**src/rtl/seq_divider.sv**
```systemverilog
// Sequential 32-bit restoring divider (DIV/DIVU) producing HI/LO results in 34 cycles.
// Optional macro DIV_ZERO_FAST_EN: a zero divisor skips CALC/FIX and completes the cycle after start.
module seq_divider #(
  parameter int unsigned WIDTH = 32
) (
  input  logic             clk,
  input  logic             rst,
  input  logic             start,
  input  logic             is_signed,
  input  logic [WIDTH-1:0] dividend,
  input  logic [WIDTH-1:0] divisor,
  output logic             busy,
  output logic             done,
  output logic [WIDTH-1:0] quotient,
  output logic [WIDTH-1:0] remainder,
  output logic             div_by_zero
);

  localparam int unsigned CW = $clog2(WIDTH);

  typedef enum logic [1:0] {IDLE, CALC, FIX, DONE} state_t;

  state_t           state, state_nxt;
  logic [CW-1:0]    count;
  logic [WIDTH:0]   part;
  logic [WIDTH-1:0] quo, dvs;
  logic             sign_dd, sign_dv, sgn_mode, dvs_zero;
  logic             busy_nxt, done_nxt;
  logic             fast_zero;
  logic [WIDTH-1:0] dd_mag, dv_mag, q_fix, r_fix;
  logic [WIDTH:0]   shifted, diff;
  logic             fits;
  logic             unused_part_msb;

`ifdef DIV_ZERO_FAST_EN
  always_comb fast_zero = (divisor == '0);
`else
  always_comb fast_zero = 1'b0;
`endif

  // State register
  always_ff @(posedge clk) begin
    if (rst) state <= IDLE;
    else     state <= state_nxt;
  end

  // Next-state logic
  always_comb begin
    state_nxt = state;
    case (state)
      IDLE:    if (start) state_nxt = fast_zero ? DONE : CALC;
      CALC:    if (count == '0) state_nxt = FIX;
      FIX:     state_nxt = DONE;
      DONE:    state_nxt = IDLE;
      default: state_nxt = IDLE;
    endcase
  end

  // Status outputs, decoded from the next state so they register in step with it
  always_comb begin
    busy_nxt = 1'b0;
    done_nxt = 1'b0;
    if (state_nxt == CALC || state_nxt == FIX) busy_nxt = 1'b1;
    if (state_nxt == DONE)                     done_nxt = 1'b1;
  end

  always_ff @(posedge clk) begin
    if (rst) begin
      busy <= 1'b0;
      done <= 1'b0;
    end else begin
      busy <= busy_nxt;
      done <= done_nxt;
    end
  end

  // Operand magnitudes, one restoring step, and sign fix-up
  always_comb begin
    dd_mag  = (is_signed && dividend[WIDTH-1]) ? -dividend : dividend;
    dv_mag  = (is_signed && divisor[WIDTH-1])  ? -divisor  : divisor;
    shifted = {part[WIDTH-1:0], quo[WIDTH-1]};
    fits    = (shifted >= {1'b0, dvs});
    diff    = shifted - {1'b0, dvs};
    q_fix   = (sgn_mode && (sign_dd ^ sign_dv)) ? -quo : quo;
    r_fix   = (sgn_mode && sign_dd) ? -part[WIDTH-1:0] : part[WIDTH-1:0];
    unused_part_msb = part[WIDTH];
  end

  // Datapath and result registers
  always_ff @(posedge clk) begin
    if (rst) begin
      count       <= '0;
      part        <= '0;
      quo         <= '0;
      dvs         <= '0;
      sign_dd     <= 1'b0;
      sign_dv     <= 1'b0;
      sgn_mode    <= 1'b0;
      dvs_zero    <= 1'b0;
      quotient    <= '0;
      remainder   <= '0;
      div_by_zero <= 1'b0;
    end else begin
      case (state)
        IDLE: if (start) begin
          count    <= CW'(WIDTH - 1);
          part     <= '0;
          quo      <= dd_mag;
          dvs      <= dv_mag;
          sign_dd  <= is_signed & dividend[WIDTH-1];
          sign_dv  <= is_signed & divisor[WIDTH-1];
          sgn_mode <= is_signed;
          dvs_zero <= (divisor == '0);
          if (fast_zero) begin
            quotient    <= '1;
            remainder   <= dividend;
            div_by_zero <= 1'b1;
          end
        end
        CALC: begin
          part <= fits ? diff : shifted;
          quo  <= {quo[WIDTH-2:0], fits};
          if (count != '0) count <= count - CW'(1);
        end
        // Divide-by-zero leaves the magnitude remainder equal to |dividend|, so the
        // remainder sign fix-up restores the raw dividend; only the quotient is forced.
        FIX: begin
          quotient    <= dvs_zero ? '1 : q_fix;
          remainder   <= r_fix;
          div_by_zero <= dvs_zero;
        end
        default: ;
      endcase
    end
  end

endmodule

```
**config.mk**
```make
export PLATFORM = sky130hd
export DESIGN_NAME = seq_divider
export DESIGN_NICKNAME = d
export VERILOG_FILES = /design/src/rtl/seq_divider.sv
export SDC_FILE = /design/constraint.sdc
export NUM_CORES = 1
export LEC_CHECK = 0
export CAP_MARGIN = 20
export CORE_MARGIN = 1
export CORE_UTILIZATION = 56
export DETAILED_ROUTE_END_ITERATION = 8
export GPL_ROUTABILITY_DRIVEN = 0
export PLACE_DENSITY_LB_ADDON = 0.25
export SYNTH_ARGS = -nofsm -noshare
export SYNTH_HDL_FRONTEND = slang
export SYNTH_SLANG_ARGS = --single-unit
export TNS_END_PERCENT = 10
```
**constraint.sdc**
```tcl
create_clock -name clk -period 3.3 [get_ports clk]
set_input_delay 0.66 -clock clk [delete_from_list [all_inputs] [get_ports clk]]
set_output_delay 0.66 -clock clk [all_outputs]
set_load 0.02 [all_outputs]
```
* After elaboration in Yosys (flattened, before gate mapping)
Cells that the tools add are included.
** Word-level totals
- Flip-flop bits (word level) :: 174
- Bits of input ports :: 68
- Output and inout bits :: 67
- Logic and storage cells :: 63
** Operators by class
- Add/subtract/negate cells :: 6
- $lt $le $gt $ge :: 1
- Equality and inequality tests :: 8
- Mux-type cells :: 18
- Bitwise gates (word level) :: 3
- Reduce and logical (&&, ||, !) cells :: 13
** Operator list (count)
- 32-bit two-way mux :: 8
- 32-bit negator :: 4
- 32-bit one-hot mux with 2 select lines :: 2
- 33-bit by 32-bit greater-or-equal comparator with 1-bit output :: 1
- 32-bit logical NOT :: 1
- 32-bit subtractor :: 1
- 5-bit two-way mux :: 2
- 5-bit one-hot mux with 2 select lines :: 1
- 2-bit equality test (second input constant) :: 4
- 2-bit one-hot mux with 4 select lines :: 1
- 5-bit logical NOT :: 1
- 5-bit nonzero test :: 1
- 5-bit by 1-bit subtractor with 5-bit output (second input constant) :: 1
- 2-bit by 1-bit equality test with 1-bit output (second input constant) :: 2
- 1-bit logical AND :: 4
- 2-bit two-way mux :: 2
- 2-bit inequality test (second input constant) :: 2
- 2-bit AND reduction :: 2
- 3-bit AND reduction :: 1
- 1-bit AND :: 2
- 2-bit logical NOT :: 1
- 1-bit two-way mux :: 2
- 2-bit nonzero test :: 1
- 1-bit logical OR :: 1
- 1-bit bitwise XOR :: 1

* Longest topological paths before layout
- Depth in word-level cells :: 6
- Depth in mapped cells :: 14
- Gate-level depth less buffers :: 13

* Worst setup path before layout
OpenSTA, ideal clock, no wires.
- Kind :: register to register
- From :: register part[7]
- To :: register part[20]
- Setup time :: 128 ps
- Arrival :: 2851 ps
- Data required time :: 3172 ps
- Slack :: 321 ps
- Cell stages (with the launch flop) :: 14
- Path buffers :: 3
- Period minus slack after synthesis :: 2979 ps
- Cell sequence :: dfxtp_1 > ha_1 > clkbuf_1 > a21oi_1 > o21ai_0 > nor2b_1 > or3_1 > clkbuf_1 > o21bai_2 > nor2_1 > a211oi_4 > buf_2 > mux2i_1 > o21ai_0
** On the way
- Longest elaborated chain between the ends :: 3
- Elaborated cells on any way between the ends :: 4
- Those cells by class :: 1 x add/sub; 1 x order compare; 2 x mux
** RTL lines
- start, declared :: RTL line 25 : logic [WIDTH:0] part;
- start signal, assigned :: RTL line 121 : part <= fits ? diff : shifted;
- 32-bit subtractor / 33-bit by 32-bit greater-or-equal comparator with 1-bit output (equally long branches) :: RTL line 83, 82
- 32-bit two-way mux * :: RTL line 121
- 32-bit one-hot mux with 2 select lines * :: RTL line 104 : case (state)
Mark *: on every way between the ends. The rest lies on a longest branch, timed or not.
A chain may end at the register's enable or synchronous reset.

* Worst setup path in the final report
- From :: input divisor[9]
- To :: register dvs[30]
** On the way
- Longest elaborated chain between the ends :: 2
** RTL lines
- start, declared :: RTL line 11 : input logic [WIDTH-1:0] divisor,
- 32-bit negator :: RTL line 80 : dv_mag = (is_signed && divisor[WIDTH-1]) ? -divisor : divisor;
- 32-bit two-way mux :: RTL line 80
- end signal, assigned :: RTL line 109 : dvs <= dv_mag;
- end, declared :: RTL line 26 : logic [WIDTH-1:0] quo, dvs;
No other way between the ends.

==> results.ini <==
[run_status]
outcome=finished with violations
violations=design-rule violations

[hold_path]
hp-class=flip-flop to flip-flop

[setup_path]
cp.required_ns=3.58
critPathMaxStageDelay_ns=0.54
cp_max_fo=4
startpoint_type=primary input
path_common_cell=or4_1
crit_slowest_cell=or4_1
r2r_slack_ns=0.22
criticalPathCategory=primary input to flip-flop
cp-end-kind=flip-flop
path_cells=clkdlybuf4s50_1, or4_1, or3_1, or4_1, nand2b_1, o21ai_1, o21ai_0, xor2_1, nand2_1, a21oi_1
cp_data_arrival_time_ns=3.36

[sta]
finalSetupViolCount=0
slew_viol_final=0
grt_setup_unrepaired=no
finalHoldViolCount=0
post-route-min-period_ns=3.08
holdWs_ns=0.457
max-slew-margin-rel=0.325
min_period_over_period=0.935
setup_slack_ns=0.215
clock_skew_ns=0.00769
worstMarginPinSlew_ns=1.01
fmax_ghz=0.324

[grt]
groute.usage.overall=0.297
antenna_found_initial=0
grt_max_degree=82
gr-total-overflow=0
grt_pass1_wl_mm=46.9
grt_pass1_vias=9429

[pwr]
combPwrFrac=0.267
p_sw_frac=0.318
clkPwrFrac=0.334
p_per_area_nw_per_um2=470
p_sw_mw=1.91
vdd_ir_drop_max_mv=0.385
p_int_mw=4.10
seqPwrFrac=0.400
p_leak_nw=4.98

[logic_synthesis]
synth_top_cell_by_area=dfxtp_1
netlist_area_um2=10500
synth_top_area_frac=0.332
netlist_instances=1335
yosys-top-cells-area=dfxtp_1, xor2_1, nor2_1
async_reset_ff_frac=0
synth_edf_count=0
synthDistinctLibCells=67
yosysWarnings=0
ys.flop_type=dfxtp_1
avgSynthCellArea_um2=7.87
synth_fp_nets=1441
synth_seq_area_share=0.332
synth-seq-cells=174

[clocking]
insertion_delay_ns=0.43
cts_max_path_buffers=2
cts_buffers=17
path_clk_slew_ns=0.07
root_buffer=clkbuf_16
post_cts_buffers=0
ctsHtreeMaxLevel=4
tritoncts=done
cts_sinks=174

[cells_and_area]
multi_input_area_um2=6470
seqCellArea_um2=3480
fillers=1460
utilization=0.706
antenna_cells=0
syn_to_final_growth_pct=21.9
layout-drive-gt1-share=0.0687
stdcell_area_um2=12800
final_nets=1565

[placed_design]
io_buffers=134
hpwl_mm=20.8
post_dp_cell_area_um2=12200
place_worst_setup_slack_ns=-0.194

[floorplan]
fp.dieH_um=139
initial_utilization=0.579
io_pins=135
core-area_um2=18100
die_w_um=139
rows=49
dieArea_um2=19300

[drt]
dr.pass1.iters=9
num_vias=10300
vias_per_cell=6.09
routedWlPerCell_um=16.7
drtIter0Drc=843
route.detailed.drc=12
ant_nets=0
drt_wl_total_mm=28.5

[run]
cap_violations=0

## layout make-up
type,instances,share of cell area
multi-input cells,1024,0.506
flip-flops and latches,174,0.272
repair buffers,185,0.138
clock buffers,22,0.0370
well taps,229,0.0224
inverters,57,0.0167
clock inverters,9,0.00869
## placed cells by master, fill, tap and decap left out, drive strengths merged, types with 22 or more instances in the layout
cell             n
xor2            81
inv             57
a211oi          65
a222oi          26
nor3            44
buf             52
nor2           187
clkbuf          22
ha              37
dfxtp          174
o21ai           86
a21oi           99
clkdlybuf4s50  133
nand2          112
xnor2           57
or3             23
## worst max-delay path: cells and delay by family
family	cells	cell delay (ns)
simple gates	5	1.72
xor+xnor	1	0.17
compound gates	3	0.39
buf+inv	1	0.43
## power groups by stage
stage	Clock, mW	Sequential (mW)	Combinational [mW]
after floorplan	0	2.45	1.05
final	2.01	2.40	1.60
after global routing	2.11	2.42	1.77
after detailed placement	0	2.44	1.57
after global placement	0	2.43	1.53
after CTS	2.02	2.40	1.58
## Yosys cell counts (3+ instances only)
library cell / count
a31oi_1: 9
o21a_1: 5
nor2b_1: 6
nor3_1: 44
nand4_1: 5
nand2b_1: 13
a21oi_1: 99
or4_1: 3
a32oi_1: 15
clkbuf_1: 70
and3_1: 4
a311oi_1: 13
or3_1: 22
o2111ai_1: 3
buf_2: 4
mux2i_1: 18
inv_1: 57
nand2_1: 112
nand3_1: 12
a2111oi_0: 3
xnor2_1: 57
o31ai_1: 18
and2_1: 9
o21ai_0: 83
a211oi_1: 64
a222oi_1: 26
xor2_1: 81
nor2_1: 187
o41ai_1: 8
ha_1: 37
nor4_1: 19
or2_2: 4
dfxtp_1: 174
a21o_1: 8
## per-stage QoR
step           instances  power [mW]  setup TNS [ns]
6_report            1700        6.02               0
4_1_cts             1700        5.99               0
3_3_place_gp        1669        3.97          -0.883
5_1_grt             1700        6.30               0
2_1_floorplan       1335        3.49               0
3_5_place_dp        1669        4.01           -1.37
## routing by layer
layer | track usage | vias up | share of wire
li1 | - | 5063 | -
met1 | 0.428 | 4751 | 0.46
met2 | 0.448 | 486 | 0.43
met3 | 0.0552 | 46 | 0.098
met4 | 0.0912 | 0 | 0.017
met5 | 0 | - | 0
## state kept, by name (all words and copies together) (netlist names), 2 cells and up
name and cells:
dvs 32, part 32, quo 32, quotient 32, remainder 32, count 5
state 2
## final timing paths
check | to | startpoint | cells past startpoint
hold / removal | remainder[29]$_SDFFE_PP0N_ | remainder[29]$_SDFFE_PP0N_ | 2
setup / recovery | dvs[30]$_SDFFE_PP0P_ | divisor[9] | 10
hold reg to reg | remainder[29]$_SDFFE_PP0N_ | remainder[29]$_SDFFE_PP0N_ | 2
setup reg to reg | remainder[25]$_SDFFE_PP0N_ | part[6]$_SDFFE_PP0P_ | 8
## logic make-up after synthesis
logic type               Yosys count  synth area share
AO/OA/AOI/OAI                    378             0.242
buffers and inverters            137            0.0538
AND/OR/NAND/NOR                  452             0.194
flip-flops                       174             0.332
XOR/XNOR                         138             0.115
multiplexers                      18            0.0172
adder cells (fa/ha/maj)           38            0.0460
## repair_timing
item / CTS / global route
setup endpoints to repair: 0 / 4
gates resized for setup: 0 / 2
hold buffers: 0 / 0
endpoints found under the hold margin: 0 / 0
No activity file was read; power rests on OpenSTA's default activity.
